==> src/rtl/axis_vision_pkg.sv <==
// Shared types and the pixel pattern function for the AXI4-Stream video blocks.
package axis_vision_pkg;

    // Working width of the pattern function; DATA_WIDTH and CNT_W must not exceed it.
    localparam int PIX_W = 16;

    typedef enum logic [1:0] {
        PAT_SOLID = 2'd0,
        PAT_HRAMP = 2'd1,
        PAT_VRAMP = 2'd2,
        PAT_CHECK = 2'd3
    } pattern_e;

    typedef enum logic [1:0] {
        IDLE = 2'd0,
        RUN  = 2'd1,
        GAP  = 2'd2
    } gen_state_e;

    function automatic logic [PIX_W-1:0] pattern_pixel(
        input pattern_e         pat,
        input logic [PIX_W-1:0] x,
        input logic [PIX_W-1:0] y,
        input logic [PIX_W-1:0] frame_idx,
        input logic [PIX_W-1:0] solid_value,
        input logic [3:0]       check_shift
    );
        logic [PIX_W-1:0] r;
        case (pat)
            PAT_SOLID: r = solid_value;
            PAT_HRAMP: r = x + frame_idx;
            PAT_VRAMP: r = y + frame_idx;
            PAT_CHECK: r = (x[check_shift] ^ y[check_shift]) ? solid_value : '0;
            default:   r = '0;
        endcase
        return r;
    endfunction

endpackage

==> src/rtl/axis_pattern_gen.sv <==
// Raster test-pattern source on AXI4-Stream: tuser marks start of frame, tlast end of line.
//
// state | meaning
// IDLE  | no stream; waits for enable with a legal config
// RUN   | presenting beats of the current frame
// GAP   | inter-frame idle, gap counter running down to zero
module axis_pattern_gen
    import axis_vision_pkg::*;
#(
    parameter int DATA_WIDTH  = 8,
    parameter int MAX_WIDTH   = 1920,
    parameter int MAX_HEIGHT  = 1080,
    parameter int CHECK_SHIFT = 3,
    parameter int CNT_W       = $clog2(MAX_WIDTH > MAX_HEIGHT ? MAX_WIDTH : MAX_HEIGHT) + 1
) (
    input  logic                  clk,
    input  logic                  rst_n,
    input  logic                  enable,
    input  logic [1:0]            pattern_sel,
    input  logic [DATA_WIDTH-1:0] solid_value,
    input  logic [CNT_W-1:0]      frame_width,
    input  logic [CNT_W-1:0]      frame_height,
    input  logic [15:0]           gap_cycles,
    input  logic [15:0]           frames_to_send,
    output logic                  m_axis_tvalid,
    input  logic                  m_axis_tready,
    output logic [DATA_WIDTH-1:0] m_axis_tdata,
    output logic                  m_axis_tlast,
    output logic                  m_axis_tuser,
    output logic                  busy,
    output logic                  frame_done,
    output logic                  cfg_error
);

    gen_state_e            state, state_n;
    logic [CNT_W-1:0]      x, x_n, y, y_n;
    logic [DATA_WIDTH-1:0] frame_idx, fidx_n;
    logic [15:0]           sent, sent_n, gap_cnt, gap_cnt_n;

    pattern_e              pat_q, pat_n;
    logic [DATA_WIDTH-1:0] solid_q, solid_n;
    logic [CNT_W-1:0]      w_q, w_n, h_q, h_n;
    logic [15:0]           gap_q, gap_n, frames_q, frames_n;

    logic                  tvalid_n, tlast_n, tuser_n, done_n, err_n, busy_n;
    logic [DATA_WIDTH-1:0] tdata_n;
    logic                  cfg_legal, start, accept, last_col, last_row;

    function automatic logic [DATA_WIDTH-1:0] pix(
        input pattern_e              p,
        input logic [CNT_W-1:0]      px,
        input logic [CNT_W-1:0]      py,
        input logic [DATA_WIDTH-1:0] fi,
        input logic [DATA_WIDTH-1:0] sv
    );
        logic [PIX_W-1:0] r;
        r = pattern_pixel(p, PIX_W'(px), PIX_W'(py), PIX_W'(fi), PIX_W'(sv), 4'(CHECK_SHIFT));
        return r[DATA_WIDTH-1:0];
    endfunction

    assign cfg_legal = (frame_width  != '0) && (frame_width  <= CNT_W'(MAX_WIDTH)) &&
                       (frame_height != '0) && (frame_height <= CNT_W'(MAX_HEIGHT));
    assign accept    = m_axis_tvalid && m_axis_tready;
    assign last_col  = (x == w_q - CNT_W'(1));
    assign last_row  = (y == h_q - CNT_W'(1));

    always_comb begin
        state_n   = state;
        x_n       = x;
        y_n       = y;
        fidx_n    = frame_idx;
        sent_n    = sent;
        gap_cnt_n = gap_cnt;
        pat_n     = pat_q;
        solid_n   = solid_q;
        w_n       = w_q;
        h_n       = h_q;
        gap_n     = gap_q;
        frames_n  = frames_q;
        tvalid_n  = m_axis_tvalid;
        tdata_n   = m_axis_tdata;
        tlast_n   = m_axis_tlast;
        tuser_n   = m_axis_tuser;
        done_n    = 1'b0;
        err_n     = enable ? cfg_error : 1'b0;
        start     = 1'b0;

        unique case (state)
            IDLE: begin
                if (enable) begin
                    if (cfg_legal) begin
                        start  = 1'b1;
                        sent_n = '0;
                    end else begin
                        err_n = 1'b1;
                    end
                end
            end
            RUN: begin
                if (accept) begin
                    if (last_col && last_row) begin
                        done_n = 1'b1;
                        fidx_n = frame_idx + DATA_WIDTH'(1);
                        sent_n = sent + 16'd1;
                        if (((frames_q != 16'd0) && (sent_n == frames_q)) || !enable) begin
                            state_n = IDLE;
                        end else if (gap_q == 16'd0) begin
                            if (cfg_legal) start = 1'b1;
                            else begin
                                err_n   = 1'b1;
                                state_n = IDLE;
                            end
                        end else begin
                            state_n   = GAP;
                            gap_cnt_n = gap_q - 16'd1;
                        end
                        tvalid_n = 1'b0;
                        tlast_n  = 1'b0;
                        tuser_n  = 1'b0;
                    end else begin
                        x_n      = last_col ? '0 : x + CNT_W'(1);
                        y_n      = last_col ? y + CNT_W'(1) : y;
                        tdata_n  = pix(pat_q, x_n, y_n, frame_idx, solid_q);
                        tlast_n  = (x_n == w_q - CNT_W'(1));
                        tuser_n  = 1'b0;
                    end
                end
            end
            GAP: begin
                // Dropping enable during the gap abandons the next frame rather than starting it.
                if (!enable) begin
                    state_n = IDLE;
                end else if (gap_cnt == 16'd0) begin
                    if (cfg_legal) start = 1'b1;
                    else begin
                        err_n   = 1'b1;
                        state_n = IDLE;
                    end
                end else begin
                    gap_cnt_n = gap_cnt - 16'd1;
                end
            end
            default: state_n = IDLE;
        endcase

        if (start) begin
            pat_n    = pattern_e'(pattern_sel);
            solid_n  = solid_value;
            w_n      = frame_width;
            h_n      = frame_height;
            gap_n    = gap_cycles;
            frames_n = frames_to_send;
            state_n  = RUN;
            x_n      = '0;
            y_n      = '0;
            tvalid_n = 1'b1;
            tuser_n  = 1'b1;
            tlast_n  = (frame_width == CNT_W'(1));
            tdata_n  = pix(pattern_e'(pattern_sel), '0, '0, fidx_n, solid_value);
        end

        if (state_n == IDLE) tdata_n = '0;
        busy_n = (state_n != IDLE);
    end

    always_ff @(posedge clk or negedge rst_n) begin
        if (!rst_n) begin
            state         <= IDLE;
            x             <= '0;
            y             <= '0;
            frame_idx     <= '0;
            sent          <= '0;
            gap_cnt       <= '0;
            pat_q         <= PAT_SOLID;
            solid_q       <= '0;
            w_q           <= '0;
            h_q           <= '0;
            gap_q         <= '0;
            frames_q      <= '0;
            m_axis_tvalid <= 1'b0;
            m_axis_tdata  <= '0;
            m_axis_tlast  <= 1'b0;
            m_axis_tuser  <= 1'b0;
            busy          <= 1'b0;
            frame_done    <= 1'b0;
            cfg_error     <= 1'b0;
        end else begin
            state         <= state_n;
            x             <= x_n;
            y             <= y_n;
            frame_idx     <= fidx_n;
            sent          <= sent_n;
            gap_cnt       <= gap_cnt_n;
            pat_q         <= pat_n;
            solid_q       <= solid_n;
            w_q           <= w_n;
            h_q           <= h_n;
            gap_q         <= gap_n;
            frames_q      <= frames_n;
            m_axis_tvalid <= tvalid_n;
            m_axis_tdata  <= tdata_n;
            m_axis_tlast  <= tlast_n;
            m_axis_tuser  <= tuser_n;
            busy          <= busy_n;
            frame_done    <= done_n;
            cfg_error     <= err_n;
        end
    end

endmodule

==> config.mk <==
export PLATFORM = sky130hd
export DESIGN_NAME = axis_pattern_gen
export DESIGN_NICKNAME = d
export VERILOG_FILES = /design/src/rtl/axis_vision_pkg.sv /design/src/rtl/axis_pattern_gen.sv
export SDC_FILE = /design/constraint.sdc
export NUM_CORES = 1
export LEC_CHECK = 0
export ABC_AREA = 1
export CORE_ASPECT_RATIO = 0.6
export CORE_MARGIN = 8
export CORE_UTILIZATION = 37
export CTS_BUF_LIST = sky130_fd_sc_hd__clkbuf_8
export DETAILED_ROUTE_END_ITERATION = 12
export PLACE_DENSITY = 0.61
export SETUP_SLACK_MARGIN = 0.3
export SLEW_MARGIN = 15
export SYNTH_ARGS = -nofsm -noshare
export SYNTH_HDL_FRONTEND = slang
export SYNTH_SLANG_ARGS = --single-unit
==> constraint.sdc <==
create_clock -name clk -period 4.43 [get_ports clk]
set_input_delay 0.886 -clock clk [delete_from_list [all_inputs] [get_ports clk]]
set_output_delay 0.886 -clock clk [all_outputs]
set_load 0.01 [all_outputs]
==> key figures, run 1 <==
Global routing
  – Vias in the first global route: 9180
  – Initial antenna violation count: 0
  – Global-route wire length before repair: between 50000 and 60000 µm
  – Largest net degree at the start of global routing: 88
  – Total GRT Usage: 19.3%
  – Gr ovfl total: 0

Clock tree
  – Clock sink count: 146
  – Reg clk slew, reported paths: 0.09 ns
  – TritonCTS clock tree: done
  – Clock latency on the worst-skew pair: 0.49 ns
  – Max clock buf depth: 2
  – Max H-tree Level: 4
  – Total CTS buffers: 17
  – Clock Tree Root: clkbuf_8
  – Hold Buf Count CTS: 0

Worst setup path
  – Capturing point of the worst reg2reg path: m_axis_tdata[6]$_DFFE_PN0P_
  – Worst-path maximum fanout: 6
  – Worst path arrival time: 4.52 ns
  – Crit path largest cell delay: 0.48 ns
  – Reg-to-reg slack, setup: roughly 0.34 ns
  – Top delay family on crit path: simple AND/OR/NAND/NOR gates
  – WP buf/inv: 2
  – Element type at the critical path start: flip-flop
  – Crit. End Element: flip-flop
  – Kind of critical path: flip-flop to flip-flop
  – Worst-path cell with the longest stage delay: dfrtp_1
  – Worst r2r path cells: 29
  – Crit path top cell by count: nand2_1
  – Worst r2r src: w_q[6]$_DFFE_PN0N_
  – WP depth: 29
  – Worst Path Required: 4.86 ns

Logic synthesis
  – Post-synth EDFFs: 0
  – Mapped Avg Cell Area: about 6.7 µm²
  – YS warnings: 0
  – Unique masters post-synth: 52
  – Synth area leader: dfrtp_1
  – FFs w/ async S/R, synth: 100%
  – Flops & latches, synth: 146
  – Synth Flop Type: dfrtp_1
  – Post-Syn Instances: 1547
  – Seq/Total Area, Yosys: 35.2%
  – Top post-synthesis cells by area: dfrtp_1 35%, nand2_1 18%, nand3_1 7.3%, inv_1 7.0%, nor2_1 5.2%
  – Post-synthesis cell area: 10400 µm²
  – Top cells by count, synth: 490 x nand2_1, 193 x inv_1, 152 x nand3_1, 146 x dfrtp_1, 144 x nor2_1
  – Count leader, synth: nand2_1
  – Top cell type's share of synthesized area: 35.2%
  – Syn Nets: 1636

Finish
  – Ant diodes: 0
  – Area growth, synth to finish: 19.2%
  – Finished Core Util: 44.9%
  – Nets: 1730
  – Sequential cell area: 3660 µm²
  – Multi-input gate area: 5970 µm²
  – Share of cells above drive strength 1: between 10% and 20%
  – # fillers: 2872

Pwr
  – Reg power frac: between 20% and 30%
  – Switching portion of total power: 49.1%
  – Internal: 0.00398 W
  – Clk network pwr share: 15.2%
  – Design Power: 0.00782 W
  – Sw Pwr: between 0.003 and 0.004 W
  – Combinational share of power: 55.2%
  – Lkg Pwr: 5.92 nW
  – Power Density: 632 nW/µm²
  – Peak supply drop: 0.000294 V

Timing
  – Fmax: roughly 240 MHz
  – Final worst-path cycle share: 92.4%
  – Hold Vio Cnt, Final: 0
  – Min Tclk post-route: 4.09 ns
  – Setup-failing EPs final: 0
  – Count of final max-slew check failures: 0
  – RSZ-0062 raised after global routing: yes
  – Skew final: 0.0145 ns
  – Final setup TNS: 0 ns
  – Max transition margin: 40.2%
  – Setup ws final: ~0.34 ns
  – Worst Tran Pin Value: 0.889 ns

Outcome
  – Outcome: finished, final reports clean

Floorplanning
  – Chip width: 232 µm
  – Row cnt: between 40 and 50
  – Initial core utilization: between 30% and 40%
  – Die Area: 33900 µm²
  – Top Ports: 84
  – Die Ht: between 100 and 150 µm
  – Core Region: 27600 µm²

Drt
  – DRT iter0 DRCs: between 1000 and 1500
  – DRC Markers: 0
  – Via count: between 10000 and 15000
  – TritonRoute pass-1 iters: 5
  – Vias per std cell: about 5
  – DRT antenna net count: 0
  – Routed length per instance: 16.5 µm
  – Drt total wl: 33300 µm

Min path
  – Hold crit path type: input port to async pin

Placement
  – Placer Congestion: 0.965
  – Pre-CTS WS: 0.0702 ns
  – I/O Buffers: slightly above 80
  – Final HPWL DP: 25600 µm

Flow run
  – Max_cap viols: 0
-- through the flow --
stage | instance area, µm² | hold slack [ns] | std cells
after floorplan | 10400 | 0.442 | 1547
after global placement | 11600 | 0.457 | 1976
after detailed placement | 11600 | 0.458 | 1976
after CTS | 12100 | 0.480 | 2008
after global routing | 12400 | 0.494 | 2021
final | 12400 | 0.471 | 2021
-- area by class of cell --
cell class,count,share of cell area (%)
clock buffers,18,2.00
clock inverters,14,1.50
multi-input cells,1159,48.2
flip-flops and latches,146,29.6
well taps,367,3.71
inverters,204,6.21
repair buffers,113,8.81
-- power groups by stage --
stage                     clock network (W)  logic [W]  registers, W
after floorplan                           0    0.00287       0.00216
after global placement                    0    0.00391       0.00230
after detailed placement                  0    0.00393       0.00230
after CTS                           0.00122    0.00398       0.00228
after global routing                0.00127    0.00482       0.00237
final                               0.00119    0.00432       0.00231
-- cells by family (layout without fill, tap and decap cells) --
group	Yosys count	after routing	synth area share (%)
compound gates	184	184	9.48
buf+inv	242	349	9.53
mux	1	1	0.0964
flops	146	146	35.2
xor+xnor	52	52	4.66
fa+ha+maj	19	19	2.36
simple gates	903	903	38.7
-- worst register-to-register path, delay by kind of cell, from the launching register on --
kind / cells / cell delay, ns
simple gates: 23 / 2.47
fa+ha+maj: 2 / 0.57
xor+xnor: 1 / 0.16
flops: 1 / 0.48
buf+inv: 2 / 0.11
compound gates: 1 / 0.25
-- timing repair --
item | in CTS | in global routing
buffers inserted | 0 | 13
pin swaps | 2 | 28
resized for setup | 8 | 55
setup endpoints to repair | 2 | 3
-- worst max-delay path by stage --
stage,start,endpoint
floorplan,w_q[0]$_DFFE_PN0N_,m_axis_tdata[6]$_DFFE_PN0P_
global placement,w_q[1]$_DFFE_PN0N_,m_axis_tdata[6]$_DFFE_PN0P_
detailed placement,w_q[1]$_DFFE_PN0N_,m_axis_tdata[6]$_DFFE_PN0P_
CTS,w_q[0]$_DFFE_PN0N_,m_axis_tdata[6]$_DFFE_PN0P_
global route,w_q[5]$_DFFE_PN0N_,m_axis_tdata[6]$_DFFE_PN0P_
finish,w_q[6]$_DFFE_PN0N_,m_axis_tdata[6]$_DFFE_PN0P_
-- cells in the final DEF (no fill, tap or decap), drive strengths merged, types with 2 or more instances in the layout --
master / synthesis / routed
a21oi: 19 / 19
nand3: 157 / 157
clkinvlp: 0 / 2
nand3b: 3 / 3
clkinv: 0 / 5
clkdlybuf4s50: 0 / 82
and2: 2 / 2
o21ai: 155 / 155
xor2: 39 / 39
ha: 18 / 18
o21bai: 4 / 4
nor3: 18 / 18
inv: 204 / 207
or2: 2 / 2
dfrtp: 146 / 146
buf: 26 / 31
xnor2: 11 / 11
nand4: 37 / 37
nand2: 501 / 501
nor2: 172 / 172
clkbuf: 12 / 18
bufinv: 0 / 4
nor4: 8 / 8
-- sequential cells by signal, summed over array words and instances, names as in the netlist, 2 cells and up --
signal        cells
frames_q         16
gap_cnt          16
gap_q            16
sent             16
h_q              12
w_q              12
x                12
y                12
frame_idx         8
m_axis_tdata      8
solid_q           8
pat_q             2
state             2
-- per-layer routing --
metal | vias to the layer above | global-route usage [%] | share of wire [%]
met1 | 4705 | 32.2 | 54
li1 | 5138 | - | -
met2 | 386 | 22.2 | 35
met4 | 0 | 5.46 | 1.5
met5 | - | 0 | 0
met3 | 27 | 5.49 | 9.0
Note: power is estimated with default switching activity, not from simulation.
==> inputs of run 2 (changes only) <==
CTS_BUF_LIST = sky130_fd_sc_hd__clkbuf_4   (was sky130_fd_sc_hd__clkbuf_8)
DONT_BUFFER_PORTS = 1   (was not set)
GPL_ROUTABILITY_DRIVEN = 0   (was not set)
PLACE_DENSITY = 0.57   (was 0.61)
==> key figures, run 2 (synthesized netlist as in run 1, its figures left out) <==
Outcome
  – Outcome: finished, final reports clean

Clock tree
  – Clock latency on the worst-skew pair: about 0.6 ns
  – TritonCTS clock tree: done
  – Clock sink count: 146
  – Max clock buf depth: 2
  – Reg clk slew, reported paths: 0.14 ns
  – Max H-tree Level: 4
  – Total CTS buffers: 17
  – Clock Tree Root: clkbuf_4

Timing
  – Final setup TNS: 0 ns
  – Final worst-path cycle share: 94.1%
  – Worst hold margin: 0.231 ns
  – Skew final: 0.0288 ns
  – Max transition margin: 45.1%
  – Setup-failing EPs final: 0
  – Worst Tran Pin Value: 0.816 ns
  – Fmax: 240 MHz
  – Count of final max-slew check failures: 0
  – Hold Vio Cnt, Final: 0
  – Min Tclk post-route: 4.17 ns
  – RSZ-0062 raised after global routing: yes

Worst setup path
  – Worst path arrival time: 4.68 ns
  – Crit. End Element: flip-flop
  – Top delay family on crit path: simple AND/OR/NAND/NOR gates
  – Crit path largest cell delay: ~0.48 ns
  – Worst r2r src: w_q[3]$_DFFE_PN0N_
  – Element type at the critical path start: flip-flop
  – CP Launch Point: w_q[3]$_DFFE_PN0N_
  – WP buf/inv: 4
  – Worst Path Required: 4.94 ns
  – Worst-path cell with the longest stage delay: dfrtp_2
  – Crit path top cell by count: nand2_1
  – Worst-path maximum fanout: 8
  – Kind of critical path: flip-flop to flip-flop

Min path
  – Hold crit path type: input port to async pin

Drt
  – DRC Markers: 0
  – Routed length per instance: 16.3 µm
  – DRT iter0 DRCs: 1017
  – Vias per std cell: roughly 5.1
  – TritonRoute pass-1 iters: 7
  – Via count: 9875
  – Drt total wl: 31600 µm
  – DRT antenna net count: 0

Finish
  – Share of cells above drive strength 1: 10.7%
  – Area growth, synth to finish: 9.01%
  – Commonest non-fill, non-tap cell in the layout: nand2_1
  – Sequential cell area: 3660 µm²
  – Multi-input gate area: 5920 µm²
  – Nets: 1649
  – # fillers: 2907
  – Most frequent cells in the layout: 477 x nand2_1, 189 x inv_1, 146 x nand3_1, 142 x dfrtp_1, 136 x nor2_1

Placement
  – Final HPWL DP: 24200 µm
  – I/O Buffers: 0

Pwr
  – Lkg Pwr: 5.48 nW
  – Power Density: approximately 640 nW/µm²
  – Peak supply drop: between 0.0002 and 0.0003 V
  – Design Power: 0.00723 W

Floorplanning
  – Core Region: between 20000 and 30000 µm²
  – Die Ht: 146 µm
  – Initial core utilization: 37.6%
  – Die Area: 33900 µm²
  – Row cnt: 47
  – Top Ports: 84
  – Chip width: 232 µm

Global routing
  – Global-route wire length before repair: between 50000 and 60000 µm
  – Largest net degree at the start of global routing: roughly 150
  – Initial antenna violation count: 2
  – Vias in the first global route: 8776
  – Total GRT Usage: 18.7%
  – Gr ovfl total: 0

Flow run
  – Max_cap viols: 0
-- run 2: area by class of cell --
class                      count  share of cell area, %
multi-input combinational   1159                   52.3
sequential                   146                   32.3
inverter                     204                   6.79
tap                          367                   4.06
timing repair buffer          32                   2.48
clock buffer                  18                   1.19
clock inverter                12                  0.829
antenna                        2                 0.0442
-- run 2: what timing repair did --
| action | CTS | global route |
|---|---|---|
| endpoints found under the hold margin | 146 | 0 |
| hold buffers | 1 | 0 |
| pin swaps | 2 | 29 |
| setup endpoints to repair | 2 | 3 |
| resized for setup | 9 | 47 |
| buffers inserted | 0 | 20 |
-- run 2: power by group --
part | switching (W) | total, W | internal [W]
logic | 0.00266 | 0.00412 | 0.00146
registers | 0.000510 | 0.00233 | 0.00182
clock network | 0.000512 | 0.000782 | 0.000270
-- run 2: per-layer routing --
layer  global-route usage (%)  vias up  routed length [µm]
met3                     5.98       26                3320
li1                         -     4961                   -
met4                     4.83        0                 530
met5                        0        -                   0
met2                     21.4      385               10800
met1                     31.1     4503               16900
-- run 2: stage by stage --
| stage | cell area, µm² | instances | worst slack, ns | utilization, % |
|---|---|---|---|---|
| 6_report | 11300 | 1940 | 0.260 | 41.0 |
| 5_1_grt | 11300 | 1940 | 0.110 | 41.0 |
| 4_1_cts | 11000 | 1918 | 0.307 | 40.0 |
| 3_5_place_dp | 10700 | 1887 | 0.0619 | 38.9 |
| 3_3_place_gp | 10700 | 1887 | 0.158 | 38.9 |
| 2_1_floorplan | 10400 | 1547 | 0.329 | - |
-- run 2: worst paths after layout --
kind | cells after the start | endpoint | slack [ns]
max | 27 | m_axis_tdata[7]$_DFFE_PN0P_ | 0.26
min in group clk | 2 | frames_q[13]$_DFFE_PN0N_ | 0.38
min | 1 | y[6]$_DFFE_PN0P_ | 0.23
max in group asynchronous | 1 | w_q[4]$_DFFE_PN0N_ | 3.55
max reg2reg | 27 | m_axis_tdata[7]$_DFFE_PN0P_ | 0.26
min reg2reg | 2 | h_q[11]$_DFFE_PN0N_ | 0.52
==> inputs of run 3 (changes only) <==
CTS_BUF_LIST = sky130_fd_sc_hd__clkbuf_8   (was sky130_fd_sc_hd__clkbuf_4)
DONT_BUFFER_PORTS = not set   (was 1)
PLACE_DENSITY = 0.61   (was 0.57)
==> key figures, run 3 (synthesized netlist as in run 1, its figures left out) <==
Outcome
  – Outcome: finished, final reports clean

Pwr
  – Reg power frac: 30.4%
  – Clk network pwr share: between 10% and 20%
  – Sw Pwr: 0.00379 W
  – Peak supply drop: 0.000241 V
  – Lkg Pwr: 5.91 nW
  – Internal: roughly 0.0038 W
  – Combinational share of power: around 57%
  – Switching portion of total power: 49.7%
  – Power Density: 618 nW/µm²

Timing
  – Final worst-path cycle share: 91.8%
  – Max transition margin: 45.0%
  – Worst Tran Pin Value: 0.818 ns
  – RSZ-0062 raised after global routing: yes
  – Fmax: 246 MHz
  – Final setup TNS: 0 ns
  – Worst hold margin: 0.374 ns
  – Skew final: around 0.016 ns
  – Hold Vio Cnt, Final: 0
  – Count of final max-slew check failures: 0
  – Setup-failing EPs final: 0
  – Min Tclk post-route: 4.07 ns

Flow run
  – Max_cap viols: 0

Floorplanning
  – Initial core utilization: 37.6%
  – Die Ht: around 150 µm
  – Die Area: between 30000 and 40000 µm²
  – Core Region: 27600 µm²
  – Chip width: 232 µm
  – Row cnt: 47
  – Top Ports: 84

Finish
  – Most frequent cells in the layout: 477 x nand2_1, 190 x inv_1, 144 x nand3_1, 142 x dfrtp_1, 135 x nor2_1
  – Ant diodes: 0
  – Post-route cell area: 12300 µm²
  – Nets: 1738
  – Finished Core Util: around 45%
  – Share of cells above drive strength 1: 11.3%
  – Area growth, synth to finish: 18.8%
  – Commonest non-fill, non-tap cell in the layout: nand2_1

Drt
  – Routed length per instance: about 16 µm
  – DRT iter0 DRCs: roughly 1100
  – Drt total wl: around 32000 µm
  – Via count: 10299
  – Vias per std cell: just over 5
  – DRC Markers: 0
  – TritonRoute pass-1 iters: 7
  – DRT antenna net count: 0

Worst setup path
  – Worst path arrival time: 4.50 ns
  – Crit path top cell by count: nand2_1
  – Crit path largest cell delay: 0.46 ns
  – Worst-path maximum fanout: 6
  – Crit. End Element: flip-flop
  – Worst-path cell with the longest stage delay: dfrtp_2
  – Worst Path Required: roughly 4.9 ns
  – Kind of critical path: flip-flop to flip-flop
  – Element type at the critical path start: flip-flop

Global routing
  – Largest net degree at the start of global routing: 89
  – Initial antenna violation count: 0
  – Gr ovfl total: 0
  – Vias in the first global route: around 9400
  – Global-route wire length before repair: 50900 µm
  – Total GRT Usage: 18.9%

Clock tree
  – Clock Tree Root: clkbuf_8
  – Total CTS buffers: 17
  – TritonCTS clock tree: done
  – Hold Buf Count CTS: 0
  – Clock sink count: between 100 and 150
  – Max clock buf depth: 2
  – Reg clk slew, reported paths: around 0.09 ns
  – Clock latency on the worst-skew pair: 0.50 ns
  – Max H-tree Level: 4

Placement
  – Placement Cell Area: 11600 µm²
  – I/O Buffers: between 80 and 90
  – Final HPWL DP: 24800 µm

Min path
  – Hold crit path type: input port to async pin
==> run 3: cell types whose count changed in the layout (fill, tap and decap cells not counted), sizes merged, moves of 2 or more <==
cell / previous run / this run
buf: 32 / 39
clkbuf: 18 / 20
clkdlybuf4s50: 0 / 82
clkinv: 9 / 6
diode: 2 / 0
inv: 205 / 207
==> run 3: final timing paths <==
check                                             from                     endpoint  cells after the start  slack, ns
setup / recovery                    w_q[3]$_DFFE_PN0N_  m_axis_tdata[6]$_DFFE_PN0P_                     29       0.36
hold / removal                                   rst_n      frames_q[7]$_DFFE_PN0N_                      1       0.37
setup reg to reg                    w_q[3]$_DFFE_PN0N_  m_axis_tdata[6]$_DFFE_PN0P_                     29       0.36
hold reg to reg            m_axis_tdata[5]$_DFFE_PN0P_  m_axis_tdata[5]$_DFFE_PN0P_                      2       0.48
max in group asynchronous                        rst_n           w_q[2]$_DFFE_PN0N_                      2       3.11
min in group clk           m_axis_tdata[5]$_DFFE_PN0P_  m_axis_tdata[5]$_DFFE_PN0P_                      2       0.48
==> run 3: cell type report <==
cell class | instances | area, µm²
Timing Repair Buffer | 121 | 1140
Tap cell | 367 | 459
Fill cell | 2854 | 15300
Clock inverter | 11 | 65.1
Inverter | 204 | 768
Multi-Input combinational cell | 1159 | 5960
Clock buffer | 20 | 275
Sequential cell | 146 | 3660
==> run 3: what timing repair did <==
item / in CTS / in global routing
gates resized for setup: 8 / 61
pin swaps: 2 / 34
hold endpoints to repair: 0 / 0
setup buffers: 1 / 23
endpoints found under the setup margin: 1 / 5
==> run 3: layer usage <==
layer / global-route usage, % / routed length (µm) / vias up
met5: 0 / 0 / -
met4: 3.89 / 304 / 0
met3: 5.57 / 3090 / 26
met2: 22.9 / 11700 / 404
met1: 31.0 / 17200 / 4727
li1: - / - / 5142
==> run 3: metrics by stage <==
stage	setup WS, ns	std cells	power (W)
finish	0.364	2028	0.00762
global route	0.123	2028	0.00829
CTS	0.313	2005	0.00722
detailed placement	0.101	1973	0.00617
global placement	0.193	1973	0.00614
floorplan	0.329	1547	0.00503
==> run 3: power groups by stage <==
stage	Combinational, W	Clock (W)	Sequential (W)
5_1_grt	0.00487	0.00105	0.00237
3_5_place_dp	0.00388	0	0.00229
4_1_cts	0.00395	0.000994	0.00227
2_1_floorplan	0.00287	0	0.00216
3_3_place_gp	0.00385	0	0.00229
6_report	0.00433	0.000973	0.00231
==> run 3: worst max-delay path: cells and delay by family (launching register included) <==
kind	cells	cell delay [ns]
AND/OR/NAND/NOR	23	2.47
buffers and inverters	2	0.11
flip-flops	1	0.46
adder cells (fa/ha/maj)	2	0.57
AO/OA/AOI/OAI	1	0.20
XOR/XNOR	1	0.18
